$ cat src/rtl/aurora_params.sv
// Shared types and defaults for the Aurora RX guard blocks.
package aurora_params;

  // Per-channel guard state: between frames, forwarding a frame, discarding a frame.
  typedef enum logic [1:0] {
    WAIT = 2'd0,
    PASS = 2'd1,
    DROP = 2'd2
  } guard_state_e;

  // Default width of the per-channel drop counter.
  localparam int RX_GUARD_CNT_W = 16;

endpackage : aurora_params

$ cat src/rtl/aurora_rx_guard_ch.sv
// One channel of the frame-aware RX guard: frame state machine, watermark
// hysteresis flag, registered output stage and saturating drop counter.
module aurora_rx_guard_ch
  import aurora_params::*;
#(
  parameter int DATA_W = 128,
  parameter int KEEP_W = DATA_W / 8,
  parameter int CNT_W  = RX_GUARD_CNT_W
) (
  input  logic              clk,
  input  logic              rst,
  input  logic              channel_up_i,
  input  logic              fifo_ready_i,
  input  logic              fifo_below_lwm_i,
  input  logic              fifo_above_hwm_i,
  input  logic              stat_clr_i,
  input  logic [DATA_W-1:0] rx_tdata_i,
  input  logic [KEEP_W-1:0] rx_tkeep_i,
  input  logic              rx_tvalid_i,
  input  logic              rx_tlast_i,
  output logic [DATA_W-1:0] rx_tdata_o,
  output logic [KEEP_W-1:0] rx_tkeep_o,
  output logic              rx_tvalid_o,
  output logic              rx_tlast_o,
  output logic              rx_terr_o,
  output logic              loss_data_o,
  output logic              loss_frame_o,
  output logic [CNT_W-1:0]  drop_cnt_o
);

  localparam logic [CNT_W-1:0] CNT_ONE = {{(CNT_W-1){1'b0}}, 1'b1};

  guard_state_e      state_q, state_d;
  logic              blocked_q, blocked_d;
  logic [DATA_W-1:0] tdata_q, tdata_d;
  logic [KEEP_W-1:0] tkeep_q, tkeep_d;
  logic              tvalid_q, tvalid_d;
  logic              tlast_q, tlast_d;
  logic              terr_q, terr_d;
  logic              loss_data_q, loss_data_d;
  logic              loss_frame_q, loss_frame_d;
  logic [CNT_W-1:0]  cnt_q, cnt_d;
  logic              ok_s;
  logic              inc_s;

  assign ok_s = channel_up_i & fifo_ready_i;

  // Watermark hysteresis: HWM sets (and wins over LWM), LWM clears, else hold.
  always_comb begin
    blocked_d = blocked_q;
    if (fifo_above_hwm_i) begin
      blocked_d = 1'b1;
    end else if (fifo_below_lwm_i) begin
      blocked_d = 1'b0;
    end else begin
      blocked_d = blocked_q;
    end
  end

  // Frame state machine and next output beat; payload holds when idle.
  always_comb begin
    state_d      = state_q;
    tdata_d      = tdata_q;
    tkeep_d      = tkeep_q;
    tvalid_d     = 1'b0;
    tlast_d      = 1'b0;
    terr_d       = 1'b0;
    loss_data_d  = 1'b0;
    loss_frame_d = 1'b0;
    inc_s        = 1'b0;
    case (state_q)
      WAIT: begin
        if (!rx_tvalid_i) begin
          state_d = WAIT;
        end else if (!channel_up_i) begin
          // Link down between frames: nothing worth accounting.
          state_d = WAIT;
        end else if (ok_s && !blocked_q) begin
          tdata_d  = rx_tdata_i;
          tkeep_d  = rx_tkeep_i;
          tvalid_d = 1'b1;
          tlast_d  = rx_tlast_i;
          state_d  = rx_tlast_i ? WAIT : PASS;
        end else begin
          loss_frame_d = 1'b1;
          inc_s        = 1'b1;
          state_d      = rx_tlast_i ? WAIT : DROP;
        end
      end
      PASS: begin
        if (ok_s) begin
          // Watermarks are ignored mid-frame; only link/FIFO loss truncates.
          if (rx_tvalid_i) begin
            tdata_d  = rx_tdata_i;
            tkeep_d  = rx_tkeep_i;
            tvalid_d = 1'b1;
            tlast_d  = rx_tlast_i;
            state_d  = rx_tlast_i ? WAIT : PASS;
          end else begin
            state_d = PASS;
          end
        end else begin
          // Close the partial frame with an empty, error-marked last beat.
          tdata_d     = '0;
          tkeep_d     = '0;
          tvalid_d    = 1'b1;
          tlast_d     = 1'b1;
          terr_d      = 1'b1;
          loss_data_d = 1'b1;
          inc_s       = 1'b1;
          state_d     = channel_up_i ? DROP : WAIT;
        end
      end
      DROP: begin
        if (!channel_up_i || (rx_tvalid_i && rx_tlast_i)) begin
          state_d = WAIT;
        end else begin
          state_d = DROP;
        end
      end
      default: begin
        state_d = WAIT;
      end
    endcase
  end

  // Drop counter: clear has priority but a coincident event still counts once.
  always_comb begin
    cnt_d = cnt_q;
    if (stat_clr_i) begin
      cnt_d = inc_s ? CNT_ONE : '0;
    end else if (inc_s && !(&cnt_q)) begin
      cnt_d = cnt_q + CNT_ONE;
    end else begin
      cnt_d = cnt_q;
    end
  end

  // State, flag, output and counter registers with asynchronous reset.
  always_ff @(posedge clk or posedge rst) begin
    if (rst) begin
      state_q      <= WAIT;
      blocked_q    <= 1'b0;
      tdata_q      <= '0;
      tkeep_q      <= '0;
      tvalid_q     <= 1'b0;
      tlast_q      <= 1'b0;
      terr_q       <= 1'b0;
      loss_data_q  <= 1'b0;
      loss_frame_q <= 1'b0;
      cnt_q        <= '0;
    end else begin
      state_q      <= state_d;
      blocked_q    <= blocked_d;
      tdata_q      <= tdata_d;
      tkeep_q      <= tkeep_d;
      tvalid_q     <= tvalid_d;
      tlast_q      <= tlast_d;
      terr_q       <= terr_d;
      loss_data_q  <= loss_data_d;
      loss_frame_q <= loss_frame_d;
      cnt_q        <= cnt_d;
    end
  end

  assign rx_tdata_o   = tdata_q;
  assign rx_tkeep_o   = tkeep_q;
  assign rx_tvalid_o  = tvalid_q;
  assign rx_tlast_o   = tlast_q;
  assign rx_terr_o    = terr_q;
  assign loss_data_o  = loss_data_q;
  assign loss_frame_o = loss_frame_q;
  assign drop_cnt_o   = cnt_q;

endmodule : aurora_rx_guard_ch

$ cat src/rtl/aurora_rx_guard_mc.sv
// Multi-channel RX guard: one independent guard per Aurora channel, with a
// shared statistics clear.
module aurora_rx_guard_mc
  import aurora_params::*;
#(
  parameter int CH_CNT = 1,
  parameter int DATA_W = 128,
  parameter int KEEP_W = DATA_W / 8,
  parameter int CNT_W  = RX_GUARD_CNT_W
) (
  input  logic                     clk,
  input  logic                     rst,
  input  logic [CH_CNT-1:0]        channel_up,
  input  logic [CH_CNT-1:0]        fifo_ready,
  input  logic [CH_CNT-1:0]        fifo_below_lwm,
  input  logic [CH_CNT-1:0]        fifo_above_hwm,
  input  logic                     stat_clr,
  input  logic [CH_CNT*DATA_W-1:0] i_rx_tdata,
  input  logic [CH_CNT*KEEP_W-1:0] i_rx_tkeep,
  input  logic [CH_CNT-1:0]        i_rx_tvalid,
  input  logic [CH_CNT-1:0]        i_rx_tlast,
  output logic [CH_CNT*DATA_W-1:0] o_rx_tdata,
  output logic [CH_CNT*KEEP_W-1:0] o_rx_tkeep,
  output logic [CH_CNT-1:0]        o_rx_tvalid,
  output logic [CH_CNT-1:0]        o_rx_tlast,
  output logic [CH_CNT-1:0]        o_rx_terr,
  output logic [CH_CNT-1:0]        loss_data,
  output logic [CH_CNT-1:0]        loss_frame,
  output logic [CH_CNT*CNT_W-1:0]  stat_drop_cnt
);

  for (genvar g = 0; g < CH_CNT; g++) begin : g_ch
    aurora_rx_guard_ch #(
      .DATA_W (DATA_W),
      .KEEP_W (KEEP_W),
      .CNT_W  (CNT_W)
    ) u_ch (
      .clk              (clk),
      .rst              (rst),
      .channel_up_i     (channel_up[g]),
      .fifo_ready_i     (fifo_ready[g]),
      .fifo_below_lwm_i (fifo_below_lwm[g]),
      .fifo_above_hwm_i (fifo_above_hwm[g]),
      .stat_clr_i       (stat_clr),
      .rx_tdata_i       (i_rx_tdata[g*DATA_W +: DATA_W]),
      .rx_tkeep_i       (i_rx_tkeep[g*KEEP_W +: KEEP_W]),
      .rx_tvalid_i      (i_rx_tvalid[g]),
      .rx_tlast_i       (i_rx_tlast[g]),
      .rx_tdata_o       (o_rx_tdata[g*DATA_W +: DATA_W]),
      .rx_tkeep_o       (o_rx_tkeep[g*KEEP_W +: KEEP_W]),
      .rx_tvalid_o      (o_rx_tvalid[g]),
      .rx_tlast_o       (o_rx_tlast[g]),
      .rx_terr_o        (o_rx_terr[g]),
      .loss_data_o      (loss_data[g]),
      .loss_frame_o     (loss_frame[g]),
      .drop_cnt_o       (stat_drop_cnt[g*CNT_W +: CNT_W])
    );
  end : g_ch

endmodule : aurora_rx_guard_mc

$ cat config.mk
export PLATFORM = sky130hd
export DESIGN_NAME = aurora_rx_guard_mc
export DESIGN_NICKNAME = d
export VERILOG_FILES = /design/src/rtl/aurora_params.sv /design/src/rtl/aurora_rx_guard_ch.sv /design/src/rtl/aurora_rx_guard_mc.sv
export SDC_FILE = /design/constraint.sdc
export NUM_CORES = 1
export LEC_CHECK = 0
export CAP_MARGIN = 20
export CELL_PAD_IN_SITES_DETAIL_PLACEMENT = 0
export CELL_PAD_IN_SITES_GLOBAL_PLACEMENT = 1
export CORE_MARGIN = 2
export CORE_UTILIZATION = 31
export CTS_BUF_LIST = sky130_fd_sc_hd__clkbuf_2
export DETAILED_ROUTE_END_ITERATION = 16
export PLACE_DENSITY = 0.84
export SETUP_SLACK_MARGIN = 0.1
export SYNTH_ARGS = -nofsm -noshare
export SYNTH_HDL_FRONTEND = slang
export SYNTH_SLANG_ARGS = --single-unit
export TNS_END_PERCENT = 100
$ cat constraint.sdc
create_clock -name clk -period 6.9 [get_ports clk]
set_input_delay 1.38 -clock clk [delete_from_list [all_inputs] [get_ports clk]]
set_output_delay 1.38 -clock clk [all_outputs]
set_load 0.05 [all_outputs]
==> results.sh, run 1 <==
export IMPL_status="complete, no violations"
export IMPL_die_y_um=154
export IMPL_rr_startpoint="g_ch[0].u_ch.state_q[1]"
export IMPL_synth_top_cells_by_count="nand2_1, dfrtp_1, o21ai_0"
export IMPL_cts_max_level=4
export IMPL_synth_edf_count=0
export IMPL_cts_sinks=167
export IMPL_coreArea_sq_um=21900
export IMPL_synth_area_per_cell_sq_um=9.08
export IMPL_synth_area_top_cells="dfrtp_1, nand2_1, o21ai_0"
export IMPL_root_buffer="clkbuf_2"
export IMPL_cts_resized=0
export IMPL_nets=1205
export IMPL_drt_initial_drc_count=304
export IMPL_die_area_sq_um=23600
export IMPL_die_w_um=154
export IMPL_critPathTopFamily="buffers and inverters"
export IMPL_clock_latency_ns=0.73
export IMPL_finClkSkew_ns=0.0626
export IMPL_totalWireLength_um=20100
export IMPL_post_route_min_period_ns=3.57
export IMPL_rsz0062_at_grt="false"
export IMPL_grt_pass1_vias=6043
export IMPL_area_growth_pct=52.4
export IMPL_syn_num_nets=918
export IMPL_ios=318
export IMPL_cts_setup_buffers=0
export IMPL_clockBufferDepth=2
export IMPL_numCtsBuffers=17
export IMPL_dr_pass1_iters=4
export IMPL_gp_congestion=0.782
export IMPL_finalMaxSlewViolations=0
export IMPL_yosys_register_bits=167
export IMPL_required_ns=5.52
export IMPL_drive_above_1_share_pct=4.51
export IMPL_via_per_inst=4.58
export IMPL_routedWlPerCell_um=14.9
export IMPL_synth_top_cell_by_area="dfrtp_1"
export IMPL_tritoncts="done"
export IMPL_cp_data_arrival_time_ns=2.19
export IMPL_drv_max_cap_violation_count=0
export IMPL_fin_cells=1346
export IMPL_worstSetupPathType="flop to output pin"
export IMPL_synth_most_common_cell="nand2_1"
export IMPL_powerDensity_nw_per_um2=367
export IMPL_grt_total_usage_pct=16.8
export IMPL_r2r_setup_slack_ns=4.40
export IMPL_max_freq_mhz=280
export IMPL_yosys_cell_types_count=40
export IMPL_cp_max_fo=8
export IMPL_synthArstFlopShare_pct=100
export IMPL_drc=0
export IMPL_setup_violations=0
export IMPL_critPathMaxStageDelay_ns=0.86
export IMPL_io_buffers=317
export IMPL_grt_max_degree=290
export IMPL_cp_start_kind="flop"
export IMPL_worst_pin_slew_ns=1.22
export IMPL_cp_startpoint="g_ch[0].u_ch.drop_cnt_o[2]"
export IMPL_rows=54
export IMPL_synthFlopType="dfrtp_1"
export IMPL_grt_overflow=0
export IMPL_holdBufCountCts=0
export IMPL_min_path_type="flop to flop"
export IMPL_ant_nets=0
export IMPL_p_leak_uw=0.00488
export IMPL_place_inst=1311
export IMPL_yosys_area_top_type_share_pct=60.2
export IMPL_hold_start="g_ch[0].u_ch.rx_tdata_o[96]"
export IMPL_dpl_hpwl_um=13700
export IMPL_netlist_area_sq_um=6940
export IMPL_clk_pin_slew_ns=0.30
export IMPL_setup_tns_ns=0
export IMPL_peakVddDrop_uv=157
export IMPL_syn_instance_count=764
export IMPL_end_kind="output pin"
export IMPL_antenna_found_initial=2
export IMPL_finalCritPeriodShare_pct=51.7
export IMPL_final_hold_viol_count=0
export IMPL_initial_core_util_pct=31.7
export IMPL_yosys_warnings=0
export IMPL_seq_area_frac_synth_pct=60.2
export IMPL_grt_pass1_wl_um=32100
export IMPL_num_vias=6168
export IMPL_path_cells="clkdlybuf4s50_1"
export IMPL_relSlewSlack_pct=18.6
export IMPL_critPathBufInv=1
export IMPL_n_fill_cell=2127
export IMPL_cpMaxStageDelayCell="clkdlybuf4s50_1"
[cells by family after synthesis]
logic type | share of synthesized area (%)
simple gates | 20.6
compound gates | 14.5
flops | 60.2
buf+inv | 3.80
mux | 0.649
fa+ha+maj | 0.180
[metal layers]
metal | GRT usage (%) | up-vias | routed length, um | share of wire, %
met5 | 0 | - | 0 | 0
met4 | 7.03 | 0 | 523 | 2.6
met3 | 4.57 | 28 | 1350 | 6.7
met2 | 27.0 | 213 | 9470 | 47
met1 | 21.5 | 2809 | 8730 | 43
li1 | - | 3118 | - | -
[final timing paths]
path | end | depth (start not counted)
min in group asynchronous | g_ch[0].u_ch.rx_tdata_o[51] | 2
max in group asynchronous | g_ch[0].u_ch.rx_tdata_o[62] | 4
setup reg to reg | g_ch[0].u_ch.rx_tdata_o[58] | 5
hold / removal | g_ch[0].u_ch.rx_tdata_o[96] | 2
setup / recovery | stat_drop_cnt[2] | 1
hold reg to reg | g_ch[0].u_ch.rx_tdata_o[96] | 2
[stage by stage]
| stage | total power [uW] | utilization, % | setup slack (ns) | instance area (sq um) | hold WS, ns |
|---|---|---|---|---|---|
| after floorplan | 2630 | - | 1.00 | 6940 | 0.495 |
| after global placement | 3360 | 47.1 | 2.85 | 10300 | 0.461 |
| after detailed placement | 3390 | 47.1 | 2.76 | 10300 | 0.469 |
| after CTS | 3930 | 48.1 | 3.23 | 10500 | 0.518 |
| after global routing | 4090 | 48.3 | 3.17 | 10600 | 0.538 |
| final | 3880 | 48.3 | 3.33 | 10600 | 0.510 |
[final cells by class]
cell class              count  area (sq um)  area share, %
flip-flops and latches    167          4180           39.5
repair buffers            322          3240           30.7
multi-input cells         534          2520           23.8
well taps                 280           350           3.31
clock inverters            13           141           1.34
clock buffers              19          95.1          0.899
inverters                   9          38.8          0.367
diodes                      2          5.00         0.0473
[sequential cells by signal (all words and copies together) (netlist names)]
| register | flops |
|---|---|
| g_ch.u_ch.drop_cnt_o | 16 |
| g_ch.u_ch.rx_tkeep_o | 16 |
| g_ch.u_ch.rx_tdata_o | 128 |
| g_ch.u_ch.rx_terr_o | 1 |
| g_ch.u_ch.rx_tlast_o | 1 |
| g_ch.u_ch.state_q | 2 |
| g_ch.u_ch.rx_tvalid_o | 1 |
| g_ch.u_ch.blocked_q | 1 |
| g_ch.u_ch.loss_frame_o | 1 |
[cells in the final DEF (no fill, tap or decap), types with 2 or more instances in the layout]
cell	instances
a21oi_1	11
a32oi_1	2
buf_4	3
clkbuf_2	19
clkdlybuf4s50_1	317
clkinv_4	6
dfrtp_1	167
diode_2	2
inv_1	8
inv_6	5
mux2_2	4
nand2_1	299
nand3_1	6
nand4_1	2
nor2_1	8
nor2b_1	6
nor4_1	4
o211ai_1	3
o21ai_0	146
o21bai_1	2
o31ai_1	9
or3_1	3
or4_1	9
[report_power, final]
part           switching [uW]  total, uW  internal (uW)
registers                 146       1390           1250
clock network             386        531            145
logic                    1320       1950            629
total                    1860       3880           2020
Power figures use the tool's default switching activity.
==> inputs of run 2 (changes only) <==
--- a/config.mk
+++ b/config.mk
@@ -9,10 +9,10 @@
 export CELL_PAD_IN_SITES_DETAIL_PLACEMENT = 0
 export CELL_PAD_IN_SITES_GLOBAL_PLACEMENT = 1
 export CORE_MARGIN = 2
-export CORE_UTILIZATION = 31
+export CORE_UTILIZATION = 28
 export CTS_BUF_LIST = sky130_fd_sc_hd__clkbuf_2
 export DETAILED_ROUTE_END_ITERATION = 16
-export PLACE_DENSITY = 0.84
+export PLACE_DENSITY = 0.8
 export SETUP_SLACK_MARGIN = 0.1
 export SYNTH_ARGS = -nofsm -noshare
 export SYNTH_HDL_FRONTEND = slang
==> constraint.sdc (replaced) <==
create_clock -name clk -period 3.05 [get_ports clk]
set_input_delay 0.61 -clock clk [delete_from_list [all_inputs] [get_ports clk]]
set_output_delay 0.61 -clock clk [all_outputs]
set_load 0.05 [all_outputs]
==> run 2 against run 1 <==
Sequential power is 130% higher. Critical path depth unchanged. Largest power group unchanged. Clock power increased by 110%.
==> results.sh, run 2 (synthesis results as in run 1) <==
export IMPL_r2r_cells=4
export IMPL_cp_start_kind="flop"
export IMPL_status="complete, no violations"
export IMPL_grt_pass1_vias=5937
export IMPL_p_leak_uw=0.00491
export IMPL_met2RoutedLength_um=9570
export IMPL_drv_max_cap_violation_count=0
export IMPL_post_route_min_period_ns=2.73
export IMPL_top_layer="met4"
export IMPL_grt_total_usage_pct=15.6
export IMPL_setup_tns_ns=0
export IMPL_p_total_uw=8710
export IMPL_route_met3_wl_um=1490
export IMPL_finalCritPeriodShare_pct=89.5
export IMPL_antenna_found_initial=3
export IMPL_relSlewSlack_pct=49.8
export IMPL_grt_max_degree=122
export IMPL_placed_cell_area_sq_um=10500
export IMPL_die_w_um=161
export IMPL_via_per_inst=4.46
export IMPL_nets=1212
export IMPL_worst_pin_slew_ns=0.747
export IMPL_num_vias=6227
export IMPL_drive_above_1_share_pct=5.14
export IMPL_r2r_setup_slack_ns=0.99
export IMPL_cts_setup_buffers=0
export IMPL_critPathBufInv=1
export IMPL_routedLengthMet1_um=9060
export IMPL_setup_slack_ns=0.320
export IMPL_dr_pass1_iters=4
export IMPL_critPathTopFamily="buffers and inverters"
export IMPL_timing_rr_end="g_ch[0].u_ch.drop_cnt_o[7]"
export IMPL_io_buffers=317
export IMPL_n_fill_cell=2412
export IMPL_ios=318
export IMPL_dp_slack_ns=0.518
export IMPL_final_cell_mix="clkdlybuf4s50_1, nand2_1, dfrtp_1"
export IMPL_cp_max_fo=8
export IMPL_die_y_um=161
export IMPL_routedWlPerCell_um=14.7
export IMPL_cp_data_arrival_time_ns=2.12
export IMPL_worstSetupPathType="flop to output pin"
export IMPL_fin_cells=1397
export IMPL_clk_pin_slew_ns=0.30
export IMPL_cts_sinks=167
export IMPL_max_freq_mhz=366
export IMPL_initial_core_util_pct=28.5
export IMPL_finalMaxSlewViolations=0
export IMPL_setup_violations=0
export IMPL_place_inst=1363
export IMPL_die_area_sq_um=26100
export IMPL_cpMaxStageDelayCell="clkdlybuf4s50_1"
export IMPL_rows=57
export IMPL_dpl_hpwl_um=14300
export IMPL_min_path_type="primary input to async pin"
export IMPL_totalWireLength_um=20600
export IMPL_gp_congestion=0.785
export IMPL_rr_startpoint="g_ch[0].u_ch.drop_cnt_o[14]"
export IMPL_cts_max_level=4
export IMPL_drt_initial_drc_count=358
export IMPL_powerDensity_nw_per_um2=814
export IMPL_grt_overflow=0
export IMPL_largest_register_ffs=128
export IMPL_final_common_cell="clkdlybuf4s50_1"
export IMPL_end_kind="output pin"
export IMPL_final_hold_viol_count=0
export IMPL_rsz0062_at_grt="false"
export IMPL_required_ns=2.44
export IMPL_holdBufCountCts=0
export IMPL_clock_latency_ns=0.72
export IMPL_tritoncts="done"
export IMPL_cts_resized=0
export IMPL_coreArea_sq_um=24300
export IMPL_root_buffer="clkbuf_2"
export IMPL_area_growth_pct=54.3
export IMPL_numCtsBuffers=17
export IMPL_ant_nets=0
export IMPL_final_cell_area_sq_um=10700
export IMPL_path_cells="clkdlybuf4s50_1"
export IMPL_drc=0
export IMPL_peakVddDrop_uv=364
export IMPL_finClkSkew_ns=0.0496
export IMPL_clockBufferDepth=2
export IMPL_critPathMaxStageDelay_ns=0.87
export IMPL_grt_pass1_wl_um=32500
## run 2: changes by cell type in the layout (fill, tap and decap cells not counted), sizes merged
| cell | before | now |
|---|---|---|
| inv | 13 | 14 |
| clkinvlp | 1 | 5 |
| buf | 5 | 12 |
| clkinv | 7 | 3 |
| bufinv | 1 | 0 |
## run 2: how the worst max path moves through the flow
stage	startpoint	endpoint	slack, ns	depth (start not counted)
floorplan	rst	g_ch[0].u_ch.blocked_q	0.31	1
global placement	i_rx_tvalid	g_ch[0].u_ch.drop_cnt_o[7]	0.54	6
detailed placement	channel_up	g_ch[0].u_ch.rx_tdata_o[91]	0.52	6
CTS	g_ch[0].u_ch.drop_cnt_o[2]	stat_drop_cnt[2]	0.19	1
global route	g_ch[0].u_ch.drop_cnt_o[2]	stat_drop_cnt[2]	0.14	1
finish	g_ch[0].u_ch.drop_cnt_o[0]	stat_drop_cnt[0]	0.32	1
## run 2: final cells by class
| type | count | area, sq um | share of cell area (%) |
|---|---|---|---|
| well taps | 324 | 405 | 3.79 |
| inverters | 9 | 37.5 | 0.351 |
| multi-input cells | 534 | 2520 | 23.5 |
| repair buffers | 329 | 3350 | 31.3 |
| flip-flops and latches | 167 | 4180 | 39.0 |
| clock buffers | 19 | 95.1 | 0.888 |
| diodes | 2 | 5.00 | 0.0468 |
| clock inverters | 13 | 111 | 1.04 |
## run 2: through the flow
stage	hold WS [ns]	utilization (%)
global route	0.256	44.0
floorplan	0.495	-
CTS	0.260	44.0
detailed placement	0.469	43.1
finish	0.345	44.0
global placement	0.459	43.1
## run 2: per-layer routing
layer / vias to the layer above / global-route usage [%]
met5: - / 0
met3: 23 / 4.78
met1: 2874 / 20.2
met2: 200 / 24.9
li1: 3130 / -
met4: 0 / 5.28
## run 2: power breakdown
group / switching [uW] / internal (uW) / leakage (uW)
combinational: 3000 / 1440 / 0.00267
sequential: 332 / 2820 / 0.00212
clock: 875 / 242 / 0.000121
